**src/rtl/mem_access_unit.sv**
```systemverilog
// mem_access_unit
// Memory-stage controller between execute and a byte-addressed, big-endian
// data memory with registered 16-bit reads. It takes one load/store at a time,
// checks range and alignment, sequences MemRead/MemWrite, does read-modify-write
// for byte stores and returns formatted load data with a tag to write-back.
//
// Request handshake: a request transfers on a rising edge where req_valid and
// req_ready are both high. req_ready is high only while the unit is idle. The
// requester holds every req_* field stable until that edge.
//
// Ports:
//   clk, rst_n            clock, asynchronous active-low reset
//   req_*                 request from execute (valid/ready handshake)
//   address, write_data,
//   MemRead, MemWrite     to the data memory (address/write_data are 0 when idle)
//   read_data_mem         from the data memory, valid the cycle after MemRead
//   wb_valid/wb_data/wb_tag   load result to write-back (valid is a 1-cycle pulse)
//   err_valid/err_code    rejected request (01 misaligned word, 10 out of range)
//   dbg_state             current FSM state
module mem_access_unit #(
  parameter int MEM_BYTES = 1024,
  parameter int TAG_W     = 3
) (
  input  logic             clk,
  input  logic             rst_n,
  input  logic             req_valid,
  output logic             req_ready,
  input  logic             req_write,
  input  logic             req_byte,
  input  logic             req_signed,
  input  logic [15:0]      req_address,
  input  logic [15:0]      req_store_data,
  input  logic [TAG_W-1:0] req_tag,
  output logic [15:0]      address,
  output logic [15:0]      write_data,
  output logic             MemRead,
  output logic             MemWrite,
  input  logic [15:0]      read_data_mem,
  output logic             wb_valid,
  output logic [15:0]      wb_data,
  output logic [TAG_W-1:0] wb_tag,
  output logic             err_valid,
  output logic [1:0]       err_code,
  output logic [2:0]       dbg_state
);

  typedef enum logic [2:0] {
    IDLE      = 3'd0,
    READ      = 3'd1,
    LOAD_FMT  = 3'd2,
    RMW_WRITE = 3'd3,
    STORE     = 3'd4,
    ERR       = 3'd5
  } state_t;

  // One extra bit so a MEM_BYTES of 65536 still compares correctly.
  localparam logic [16:0] LIMIT = 17'(MEM_BYTES);

  state_t state, state_next;

  logic             r_write;
  logic             r_byte;
  logic             r_signed;
  logic [15:0]      r_addr;
  logic [15:0]      r_data;
  logic [TAG_W-1:0] r_tag;

  logic        accept;
  logic        out_of_range;
  logic        misaligned;
  logic [15:0] aligned_addr;
  logic [7:0]  sel_byte;
  logic [15:0] load_result;
  logic [15:0] merged_word;

  assign accept = req_valid && req_ready;

  // A word at the last byte address would spill past the end of memory.
  assign out_of_range = ({1'b0, req_address} >= LIMIT) ||
                        (!req_byte && ({1'b0, req_address} == (LIMIT - 17'd1)));
  assign misaligned   = !req_byte && req_address[0];

  assign aligned_addr = {r_addr[15:1], 1'b0};

  // Big-endian: even byte lives in [15:8], odd byte in [7:0].
  assign sel_byte    = r_addr[0] ? read_data_mem[7:0] : read_data_mem[15:8];
  assign load_result = r_byte ? {{8{r_signed & sel_byte[7]}}, sel_byte} : read_data_mem;
  assign merged_word = r_addr[0] ? {read_data_mem[15:8], r_data[7:0]}
                                 : {r_data[7:0], read_data_mem[7:0]};

  assign dbg_state = state;

  always_ff @(posedge clk or negedge rst_n) begin
    if (!rst_n) begin
      state <= IDLE;
    end else begin
      state <= state_next;
    end
  end

  always_ff @(posedge clk or negedge rst_n) begin
    if (!rst_n) begin
      r_write  <= 1'b0;
      r_byte   <= 1'b0;
      r_signed <= 1'b0;
      r_addr   <= '0;
      r_data   <= '0;
      r_tag    <= '0;
      err_code <= 2'b00;
    end else if (accept) begin
      r_write  <= req_write;
      r_byte   <= req_byte;
      r_signed <= req_signed;
      r_addr   <= req_address;
      r_data   <= req_store_data;
      r_tag    <= req_tag;
      if (out_of_range) begin
        err_code <= 2'b10;
      end else if (misaligned) begin
        err_code <= 2'b01;
      end
    end
  end

  // Load result is registered so wb_data/wb_tag hold between pulses.
  always_ff @(posedge clk or negedge rst_n) begin
    if (!rst_n) begin
      wb_valid <= 1'b0;
      wb_data  <= '0;
      wb_tag   <= '0;
    end else begin
      wb_valid <= (state == LOAD_FMT);
      if (state == LOAD_FMT) begin
        wb_data <= load_result;
        wb_tag  <= r_tag;
      end
    end
  end

  always_comb begin
    state_next = state;
    req_ready  = 1'b0;
    MemRead    = 1'b0;
    MemWrite   = 1'b0;
    address    = '0;
    write_data = '0;
    err_valid  = 1'b0;
    unique case (state)
      IDLE: begin
        req_ready = 1'b1;
        if (req_valid) begin
          if (out_of_range || misaligned) begin
            state_next = ERR;
          end else if (req_write && !req_byte) begin
            state_next = STORE;
          end else begin
            // Loads and byte stores both start with a read.
            state_next = READ;
          end
        end
      end
      READ: begin
        MemRead    = 1'b1;
        address    = aligned_addr;
        state_next = r_write ? RMW_WRITE : LOAD_FMT;
      end
      LOAD_FMT: begin
        state_next = IDLE;
      end
      RMW_WRITE: begin
        MemWrite   = 1'b1;
        address    = aligned_addr;
        write_data = merged_word;
        state_next = IDLE;
      end
      STORE: begin
        MemWrite   = 1'b1;
        address    = r_addr;
        write_data = r_data;
        state_next = IDLE;
      end
      ERR: begin
        err_valid  = 1'b1;
        state_next = IDLE;
      end
      default: begin
        state_next = IDLE;
      end
    endcase
  end

endmodule

```
**config.mk**
```make
export PLATFORM = sky130hd
export DESIGN_NAME = mem_access_unit
export DESIGN_NICKNAME = d
export VERILOG_FILES = /design/src/rtl/mem_access_unit.sv
export SDC_FILE = /design/constraint.sdc
export NUM_CORES = 1
export LEC_CHECK = 0
export BUFFER_PORTS_ARGS = -buffer_cell sky130_fd_sc_hd__buf_2
export CAP_MARGIN = 25
export CORE_MARGIN = 2
export CORE_UTILIZATION = 49
export DETAILED_ROUTE_END_ITERATION = 16
export GPL_TIMING_DRIVEN = 0
export HOLD_SLACK_MARGIN = 0.12
export PLACE_DENSITY = 0.8
export SLEW_MARGIN = 5
export SYNTH_ARGS = -nofsm -noshare
export SYNTH_HDL_FRONTEND = slang
export SYNTH_SLANG_ARGS = --single-unit
```
**constraint.sdc**
```tcl
create_clock -name clk -period 2.1 [get_ports clk]
set_input_delay 0.21 -clock clk [delete_from_list [all_inputs] [get_ports clk]]
set_output_delay 0.21 -clock clk [all_outputs]
set_load 0.02 [all_outputs]
```
======== Word-level counts from Yosys, hierarchy flattened ========
Cells that the tools add are included.
storage, ports and cells
  output and inout port bits .............. 61
  word-level logic and storage cells ...... 48
  input port bits ......................... 57
  register bits ........................... 63
operators by class
  reduce and logical (&&, ||, !) cells .... 12
  mux-type cells .......................... 16
  bitwise gates (word level) .............. 1
  $lt $le $gt $ge ......................... 1
  equal/unequal tests ..................... 7
operators with widths
  cell                                                                 count
  case mux 16 bit (2 select lines)                                     2
  two-way mux 16 bit                                                   2
  equality test 16 x 10 -> 1 bit, second input constant                1
  greater-or-equal comparator 16 x 11 -> 1 bit, second input constant  1
  two-way mux 3 bit                                                    3
  two-way mux 8 bit                                                    1
  equality test 3 x 2 -> 1 bit, second input constant                  2
  equality test 3 bit, second input constant                           2
  case mux 3 bit (2 select lines)                                      1
  two-way mux 1 bit                                                    5
  logical AND 1 bit                                                    4
  two-way mux 2 bit                                                    2
  OR reduction 2 bit                                                   2
  equality test 3 x 1 -> 1 bit, second input constant                  1
  logical NOT 3 bit                                                    1
  logical OR 1 bit                                                     2
  inequality test 2 bit, second input constant                         1
  AND reduction 2 bit                                                  1
  nonzero test 2 bit                                                   1
  AND 1 bit                                                            1
  logical NOT 1 bit                                                    1

======== Logic depth before layout (Yosys ltp) ========
Gate-level depths: netlist of run 1.
  depth in word-level cells ............... 7
  gate-level depth with buffers ........... 5
  depth with buffers taken out ............ 3

======== Worst setup path before layout of run 1 ========
OpenSTA, ideal clock, no wires.
  path kind ............................... flip-flop to output port
  from .................................... register state[2] (netlist: dbg_state[2])
  to ...................................... output port address[14]
  arrival ................................. 1,589 ps
  slack ................................... 301 ps
  stages on the path, launching flop included .. 6
  buffers on the path ..................... 2
  required time ........................... 1,890 ps
  cells stage by stage .................... dfrtp_1 buf_6 nor3b_1 a21oi_1 clkbuf_1 and2b_1
on the way
  longest elaborated chain between the ends .. 3
  elaborated cells between the ends (all ways) .. 5
  those cells by class .................... eq/ne (3); mux (1); reduce/logical (1)
RTL lines
  element                                                                              line  source
  start, declared                                                                      59    state_t state, state_next;
  start signal, assigned                                                               97    state <= state_next;
  equality test 3 x 1 -> 1 bit / equality test 3 x 2 -> 1 bit (equally long branches)  148   unique case (state)
  OR reduction 2 bit (no line)                                                         n/a
  case mux 16 bit (2 select lines) *                                                   148
  end, declared                                                                        34    output logic [15:0] address,
Every way passes the cells marked *; elsewhere a longest branch is shown, timed or not.

======== Worst setup path in the final report of run 1 ========
  from .................................... register state[1] (netlist: dbg_state[1])
  to ...................................... output port write_data[0]
on the way
  longest elaborated chain between the ends .. 2
  elaborated cells between the ends (all ways) .. 3
  those cells by class .................... eq/ne (2); mux (1)
RTL lines
  element                                                                     line  source
  equality test 3 bit / equality test 3 x 2 -> 1 bit (equally long branches)  148
  case mux 16 bit (2 select lines) *                                          148
  end, declared                                                               35    output logic [15:0] write_data,
Marked as above.

==> results of run 1 <==
[sequential cells by signal (all words and copies together) (netlist names)]
| signal | flops |
|---|---|
| r_signed | 1 |
| wb_tag | 3 |
| dbg_state | 3 |
| r_write | 1 |
| wb_valid | 1 |
| err_code | 2 |
| r_addr | 16 |
| r_tag | 3 |
| r_byte | 1 |
| r_data | 16 |
| wb_data | 16 |
[worst max-delay path by stage]
stage | end | slack [ns] | depth (start not counted)
global route | write_data[0] | -0.02 | 6
global placement | address[14] | 0.007 | 6
detailed placement | address[14] | -0.004 | 6
floorplan | address[14] | 0.30 | 5
finish | write_data[0] | 0.06 | 6
CTS | write_data[0] | 0.01 | 6
[timing repair]
item	in CTS	in global routing
gates resized for setup	8	8
gates cloned	0	0
pin swaps	1	4
endpoints found under the setup margin	18	8
hold endpoints to repair	92	1
hold buffers	30	1
setup buffers	1	3
[cell type report]
| class | instances | share of cell area |
|---|---|---|
| plain buffers | 16 | 0.0315 |
| clock buffers | 11 | 0.0350 |
| clock inverters | 5 | 0.0130 |
| inverters | 4 | 0.00347 |
| multi-input cells | 171 | 0.312 |
| flip-flops and latches | 63 | 0.365 |
| well taps | 75 | 0.0217 |
| repair buffers | 152 | 0.219 |
[synth_stat cells (all sizes together) (2+ instances only)]
cell	instances	area, sq um
inv	4	15.0
nor3	2	10.0
clkbuf	3	11.3
nor2	21	78.8
dfrtp	63	1580
mux2	41	462
nand2	11	41.3
nand4	3	25.0
a22o	9	78.8
nor3b	5	42.5
nand3	2	10.0
buf	13	108
mux2i	16	160
a31oi	8	50.1
and2b	2	15.0
nor2b	14	87.6
o21ai	9	45.0
a21oi	9	45.0
nand2b	9	56.3
[cell families after synthesis]
| group | count (synthesis) | synth area share |
|---|---|---|
| AO/OA/AOI/OAI | 40 | 0.0917 |
| AND/OR/NAND/NOR | 74 | 0.138 |
| flip-flops | 63 | 0.520 |
| multiplexers | 57 | 0.205 |
| buffers and inverters | 20 | 0.0442 |
[metal layers]
metal,wire length (microns),vias to the layer above,share of wire
met5,0,-,0
met4,199,0,0.024
met3,338,20,0.041
met2,4200,80,0.51
met1,3500,1278,0.43
li1,-,1228,-
[power groups by stage]
stage               clock (mW)  combinational, mW  sequential (mW)
global route              1.16               3.68             2.19
detailed placement           0               3.21             2.13
CTS                       1.11               3.32             2.12
global placement             0               3.14             2.10
finish                    1.10               3.41             2.13
floorplan                    0               2.06             2.32
[through the flow]
stage	setup TNS (ns)	instance area, sq um	worst slack, ns	total power [mW]
after floorplan	0	3030	0.301	4.38
after global placement	0	3710	0.00743	5.24
after detailed placement	-0.00423	3710	-0.00423	5.34
after CTS	0	4250	0.00956	6.55
after global routing	-0.0688	4320	-0.0204	7.04
final	0	4320	0.0580	6.64
==> impl_metrics.ini, run 1 <==
[outcome]
status = finished clean

[sta]
hold_viol_final = 0
slew_viol_final = 0
hold_ws_ns = 0.135
period_needed_ns = 2.04
finalSetupViolations = 0
finalClockSkew_ns = 0.0110
relSlewSlack = 0.471
tightestPinTransition_ns = 0.794
max_freq_mhz = 490
finalCritPeriodShare = 0.972

[finish]
seqCellArea_sq_um = 1580
nets = 474
fin_cells = 497
n_fill_cell = 435
fin_util = 0.726
final_common_cell = buf_2
layout_common_cells = buf_2, dfrtp_1, mux2_2
area_growth_pct = 42.8
layout-drive-gt1-share = 0.479
num_antenna_cells = 0
multi_input_area_sq_um = 1350

[min_path]
worstHoldPathCells = 2
hp-class = input pin to flip-flop
hold_end = r_addr[3]
hold_start = req_address[3]

[setup_path]
path_delay_family = buffers and inverters
critPathKind = flip-flop to output port
path_buf_inv = 3
r2r-end = r_addr[8]
start_kind = flip-flop
cp_cell_sequence = buf_6 -> nor3b_4 -> buf_6 -> o21bai_4 -> a22o_1 -> buf_2
setup.worst_path.start = dbg_state[1]
worst_path_most_repeated_cell = buf_6
cp_slowest_cell = dfrtp_1
crit_arrival_ns = 1.83
critical_path.max_fanout = 10
required_ns = 1.89
slowest_delay_ns = 0.38
endpoint_kind = output port
timing.rr.start = dbg_state[1]
reg2reg_depth = 4
regToRegSetupSlack_ns = 0.24

[global_routing]
met2_usage = 0.425
grt_pass1_vias = 2609
grt_pass1_wl_mm = 12.6
overflow = 0
grt_max_degree = 64
grt_usage = 0.253
top_usage_layer = met2
antenna_found_initial = 0
use_met3 = 0.0478
met1_usage = 0.314

[power]
cellPowerDensity_nw_per_um2 = 1530
seqPwrFrac = 0.321
power_frac_comb = 0.513
power_switching_mw = 2.68
internal_power_mw = 3.95
p_clk_frac = 0.166
swShare = 0.405
p_leak_nw = 2.09
ir_drop_mv = 0.869

[die]
dieWidth_microns = 82.6
row_count = 28
core_area_sq_um = 5960
die_y_microns = 82.6
io_pins = 118
initial_utilization = 0.509
die-area_sq_um = 6830

[clock_network]
cts.clk_slew.worst_paths_ns = 0.06
cts_buffer_depth = 2
clock_latency_ns = 0.35
root_buffer = clkbuf_8
cts-buffers-inserted = 9
cts_tree = built
htreeDepth = 3
cts.sinks = 63

[synth]
yosys_warnings = 0
seq_area_frac_synth = 0.520
synthCells = 254
yosys_register_bits = 63
synth_edf_count = 0
synth_top_flop_cell = dfrtp_1
async_flop_share = 1.00
syn-mean-instance-area_sq_um = 11.9
synth.net_count = 311
yosysUniqueCellTypes = 33
netlist_area_sq_um = 3030

[placement]
dp.cells = 446
io_buffers = 117
place.gp.congestion = 0.847
hpwl_mm = 5.51

[route]
vias = 2606
firstDrtPassIters = 4
drt-initial-drc-count = 112
viasPerCell = 5.24
drcViolationCount = 0
wirelength_mm = 8.23
wl_per_cell_microns = 16.6
antenna_left = 0

[job]
maxCapViolations = 0
Note: power is estimated with default switching activity, not from simulation.
==> run 2, diff against run 1 <==
--- a/config.mk
+++ b/config.mk
@@ -5,8 +5,10 @@
 export SDC_FILE = /design/constraint.sdc
 export NUM_CORES = 1
 export LEC_CHECK = 0
+export ABC_AREA = 1
 export BUFFER_PORTS_ARGS = -buffer_cell sky130_fd_sc_hd__buf_2
 export CAP_MARGIN = 25
+export CORE_ASPECT_RATIO = 1.2
 export CORE_MARGIN = 2
 export CORE_UTILIZATION = 49
 export DETAILED_ROUTE_END_ITERATION = 16
==> impl_metrics.ini, run 2 <==
[outcome]
status = finished clean

[synth]
netlist_area_sq_um = 3040
synth_area_leaders = dfrtp_1, nand2_1, o21ai_0
synth_top_family_by_area = simple AND/OR/NAND/NOR gates
synthTopCellsByCount = nand2_1, dfrtp_1, inv_1, o21ai_0, nor2_1
synth-xor-area-share = 0
synth.most_common_cell = nand2_1
syn-mean-instance-area_sq_um = 7.99
yosys_warnings = 0
yosys.area_share.simple = 0.235
synth_top_cell_by_area = dfrtp_1
synthCells = 381
yosysUniqueCellTypes = 27
synth_compound_area_frac = 0.160
synth.net_count = 438
async_flop_share = 1.00
yosys_register_bits = 63
synth_top_cell_area_share = 0.518
synth_top_flop_cell = dfrtp_1
synth_edf_count = 0
synthAdderAreaFrac = 0
synth_mux_area_frac = 0
seq_area_frac_synth = 0.518

[route]
drt-initial-drc-count = 199
vias = 3224
antenna_left = 0
top_layer = met4
wl_per_cell_microns = 14.3
viasPerCell = 5.09
firstDrtPassIters = 5
wl_met1_mm = 3.66
drcViolationCount = 0
met2_length_mm = 4.45
wirelength_mm = 9.08
wl_met3_microns = 622

[placement]
post-place-ws_ns = 0.426
hpwl_mm = 6.05
io_buffers = 117
place.gp.congestion = 0.906

[power]
ir_drop_mv = 0.823
p_leak_nw = 2.34
cellPowerDensity_nw_per_um2 = 1530

[sta]
finalSetupViolations = 0
slew_viol_final = 0
finalClockSkew_ns = 0.00721
finalCritPeriodShare = 0.935
hold_viol_final = 0
tightestPinTransition_ns = 0.789
relSlewSlack = 0.474
tns_ns = 0
fin_ws_ns = 0.136
max_freq_mhz = 509
rsz0062_at_grt = no
period_needed_ns = 1.96

[clock_network]
cts.sinks = 63
cts_tree = built
cts_setup_buffers = 0
clock_latency_ns = 0.35
cts_buffer_depth = 2
root_buffer = clkbuf_8
cts-buffers-inserted = 9
htreeDepth = 3
cts.clk_slew.worst_paths_ns = 0.07

[min_path]
hp-class = input pin to flip-flop
worstHoldPathCells = 3

[setup_path]
regToRegSetupSlack_ns = 0.54
critical_path.max_fanout = 10
start_kind = flip-flop
critPathKind = flip-flop to output port
reg2reg_depth = 5
endpoint_kind = output port
crit_arrival_ns = 1.75
required_ns = 1.89

[die]
die-area_sq_um = 6860
initial_utilization = 0.506
die_y_microns = 90.3
dieWidth_microns = 75.9
row_count = 31
io_pins = 118
core_area_sq_um = 6010

[global_routing]
overflow = 0
grt_max_degree = 64
grt_pass1_wl_mm = 14.7
grt_usage = 0.271
grt_pass1_vias = 3078
antenna_found_initial = 0

[finish]
layout_common_cells = nand2_1, buf_2, dfrtp_1
final_common_cell = nand2_1
reg_top3 = r_addr x16, r_data x16, wb_data x16
multi_input_area_sq_um = 1220
num_antenna_cells = 0
layout-drive-gt1-share = 0.294
nets = 603
seqCellArea_sq_um = 1580
area_growth_pct = 42.7
n_fill_cell = 450
fin_util = 0.722

[job]
maxCapViolations = 0
-- run 2: cell types whose count changed in the layout (fill, tap and decap cells not counted), moves of 8 or more --
cell	delta
o21ai_1	+16
a31oi_1	-8
nor2b_1	-14
mux2_2	-41
nand2b_1	-9
a2bb2oi_1	+8
nand2_1	+117
nor2_1	+12
o21ai_0	+23
inv_1	+33
a21oi_1	+8
mux2i_1	-16
-- run 2: final timing paths --
kind,startpoint,endpoint
max in group asynchronous,rst_n,dbg_state[1]
max,dbg_state[1],address[4]
max reg2reg,r_addr[0],wb_data[4]
min reg2reg,r_data[10],r_data[10]
min,read_data_mem[9],wb_data[1]
min in group asynchronous,rst_n,err_code[0]
-- run 2: logic make-up (layout without fill, tap and decap cells) --
| logic type | after synthesis | in the layout |
|---|---|---|
| compound gates | 84 | 84 |
| buf+inv | 59 | 229 |
| flops | 63 | 63 |
| simple gates | 175 | 175 |
-- run 2: metal layers --
metal	global-route usage	up-vias
met5	0	-
met4	0.142	0
met3	0.0530	30
met2	0.459	177
met1	0.329	1469
li1	-	1548
-- run 2: repair_timing --
action / 4_1_cts / 5_1_grt
hold buffers: 38 / 0
hold endpoints to repair: 100 / 0
resized for setup: 0 / 6
endpoints found under the setup margin: 0 / 17
-- run 2: area by class of cell --
cell class / count / area share
Buffer: 15 / 0.0225
Clock inverter: 6 / 0.0196
Sequential cell: 63 / 0.364
Multi-Input combinational cell: 259 / 0.281
Tap cell: 82 / 0.0236
Clock buffer: 10 / 0.0294
Timing Repair Buffer: 155 / 0.223
Inverter: 43 / 0.0372
-- run 2: per-stage QoR --
| step | area (sq um) | total power [mW] | hold WS, ns | std cells |
|---|---|---|---|---|
| 6_report | 4340 | 6.66 | 0.143 | 633 |
| 5_1_grt | 4340 | 7.12 | 0.144 | 633 |
| 4_1_cts | 4330 | 6.58 | 0.131 | 634 |
| 3_5_place_dp | 3730 | 5.38 | 0.342 | 580 |
| 3_3_place_gp | 3730 | 5.30 | 0.412 | 580 |
| 2_1_floorplan | 3040 | 4.34 | -0.0856 | 381 |
-- run 2: power by group --
part / internal, mW / switching (mW) / leakage (nW)
Combinational: 1.15 / 2.22 / 1.47
Clock: 0.664 / 0.484 / 0.102
Sequential: 1.80 / 0.340 / 0.769
Total: 3.62 / 3.04 / 2.34
-- run 2: critical path: stages, from the launching register on --
cell	delay, ns
dfrtp_2	0.46
inv_1	0.17
nand3_4	0.14
nand2_2	0.12
nor2_4	0.06
buf_6	0.14
nor2_1	0.12
buf_2	0.19
==> run 3, diff against run 2 <==
==> constraint.sdc (replaced) <==
create_clock -name clk -period 2.1 [get_ports clk]
set_input_delay 0.105 -clock clk [delete_from_list [all_inputs] [get_ports clk]]
set_output_delay 0.105 -clock clk [all_outputs]
set_load 0.02 [all_outputs]
==> impl_metrics.ini, run 3 (synthesis results as in run 2) <==
[die]
die-area_sq_um = 6860
initial_utilization = 0.506
core_area_sq_um = 6010
die_y_microns = 90.3
row_count = 31
io_pins = 118
dieWidth_microns = 75.9

[finish]
nets = 614
n_fill_cell = 435
area_growth_pct = 45.5
multi_input_area_sq_um = 1200
seqCellArea_sq_um = 1580
layout-drive-gt1-share = 0.283
layout_common_cells = nand2_1, buf_2, dfrtp_1
reg_top3 = r_addr x16, r_data x16, wb_data x16
num_antenna_cells = 0
final_common_cell = nand2_1

[setup_path]
critical_path.max_fanout = 10
required_ns = 2.00
critPathKind = flip-flop to output port
crit_arrival_ns = 1.83
setup.worst_path.start = dbg_state[2]
timing.rr.start = dbg_state[2]
start_kind = flip-flop
endpoint_kind = output port

[power]
ir_drop_mv = 0.808
p_leak_nw = 2.38
finalPower_mw = 6.63
cellPowerDensity_nw_per_um2 = 1500

[clock_network]
cts.clk_slew.worst_paths_ns = 0.07
htreeDepth = 3
cts_tree = built
cts_setup_buffers = 0
clock_latency_ns = 0.35
root_buffer = clkbuf_8
cts.sinks = 63
cts_buffer_depth = 2
cts-buffers-inserted = 9

[sta]
hold_viol_final = 0
finalClockSkew_ns = 0.00657
finalSetupViolations = 0
max_freq_mhz = 517
period_needed_ns = 1.93
slew_viol_final = 0
rsz0062_at_grt = no
tns_ns = 0
relSlewSlack = 0.467
finalCritPeriodShare = 0.921
tightestPinTransition_ns = 0.799

[global_routing]
overflow = 0
grt_usage = 0.273
antenna_found_initial = 0
grt_pass1_vias = 3107
grt_max_degree = 64
grt_pass1_wl_mm = 14.8

[outcome]
status = finished clean

[route]
vias = 3231
drt-initial-drc-count = 188
viasPerCell = 5.02
wl_per_cell_microns = 14.1
drcViolationCount = 0
firstDrtPassIters = 7
antenna_left = 0
wirelength_mm = 9.08

[min_path]
hold_start = read_data_mem[2]
hp-class = input pin to flip-flop

[placement]
io_buffers = 117
hpwl_mm = 6.05
place.gp.congestion = 0.906

[job]
maxCapViolations = 0
[run 3: where the power goes]
part	internal, mW	leakage [nW]	switching [mW]	total, mW
logic	1.16	1.51	2.19	3.35
clock network	0.664	0.102	0.484	1.15
registers	1.80	0.773	0.332	2.13
total	3.62	2.38	3.01	6.63
[run 3: per-stage QoR]
| stage | cell area [sq um] | hold slack (ns) | std cells | util | worst slack (ns) |
|---|---|---|---|---|---|
| after global placement | 3730 | 0.307 | 580 | 0.621 | 0.544 |
| after global routing | 4430 | 0.130 | 644 | 0.736 | 0.0466 |
| after CTS | 4430 | 0.121 | 644 | 0.736 | 0.140 |
| after detailed placement | 3730 | 0.237 | 580 | 0.621 | 0.531 |
| after floorplan | 3040 | -0.191 | 381 | - | 0.515 |
| final | 4430 | 0.130 | 644 | 0.736 | 0.167 |
[run 3: path summary, 6_finish.rpt]
| check | to | slack, ns | cells past startpoint |
|---|---|---|---|
| min in group asynchronous | err_code[0] | 0.38 | 2 |
| hold reg to reg | wb_data[6] | 0.48 | 2 |
| setup / recovery | address[11] | 0.17 | 7 |
| hold / removal | wb_data[2] | 0.13 | 5 |
| setup reg to reg | wb_data[5] | 0.28 | 7 |
| max in group asynchronous | wb_data[8] | 1.19 | 2 |
[run 3: final cells by class]
cell class,instances,share of cell area
Sequential cell,63,0.356
Timing Repair Buffer,165,0.241
Tap cell,82,0.0232
Inverter,43,0.0365
Clock buffer,10,0.0288
Clock inverter,6,0.0192
Multi-Input combinational cell,259,0.272
Buffer,16,0.0229
[run 3: what timing repair did]
item                                   in CTS  in global routing
resized for setup                           0                  1
endpoints found under the hold margin     117                  0
setup endpoints to repair                   0                  1
hold buffers                               48                  0
[run 3: critical path: stages (launching register included)]
cell     delay, ns
dfrtp_1       0.52
inv_2         0.09
nand3_2       0.18
nand2_2       0.11
nor2_4        0.18
buf_6         0.17
nor2_1        0.06
buf_2         0.16
[run 3: per-layer routing]
metal | global-route usage | up-vias | part of all wire
li1 | - | 1568 | -
met1 | 0.326 | 1498 | 0.41
met2 | 0.469 | 143 | 0.49
met3 | 0.0540 | 22 | 0.068
met4 | 0.135 | 0 | 0.031
met5 | 0 | - | 0
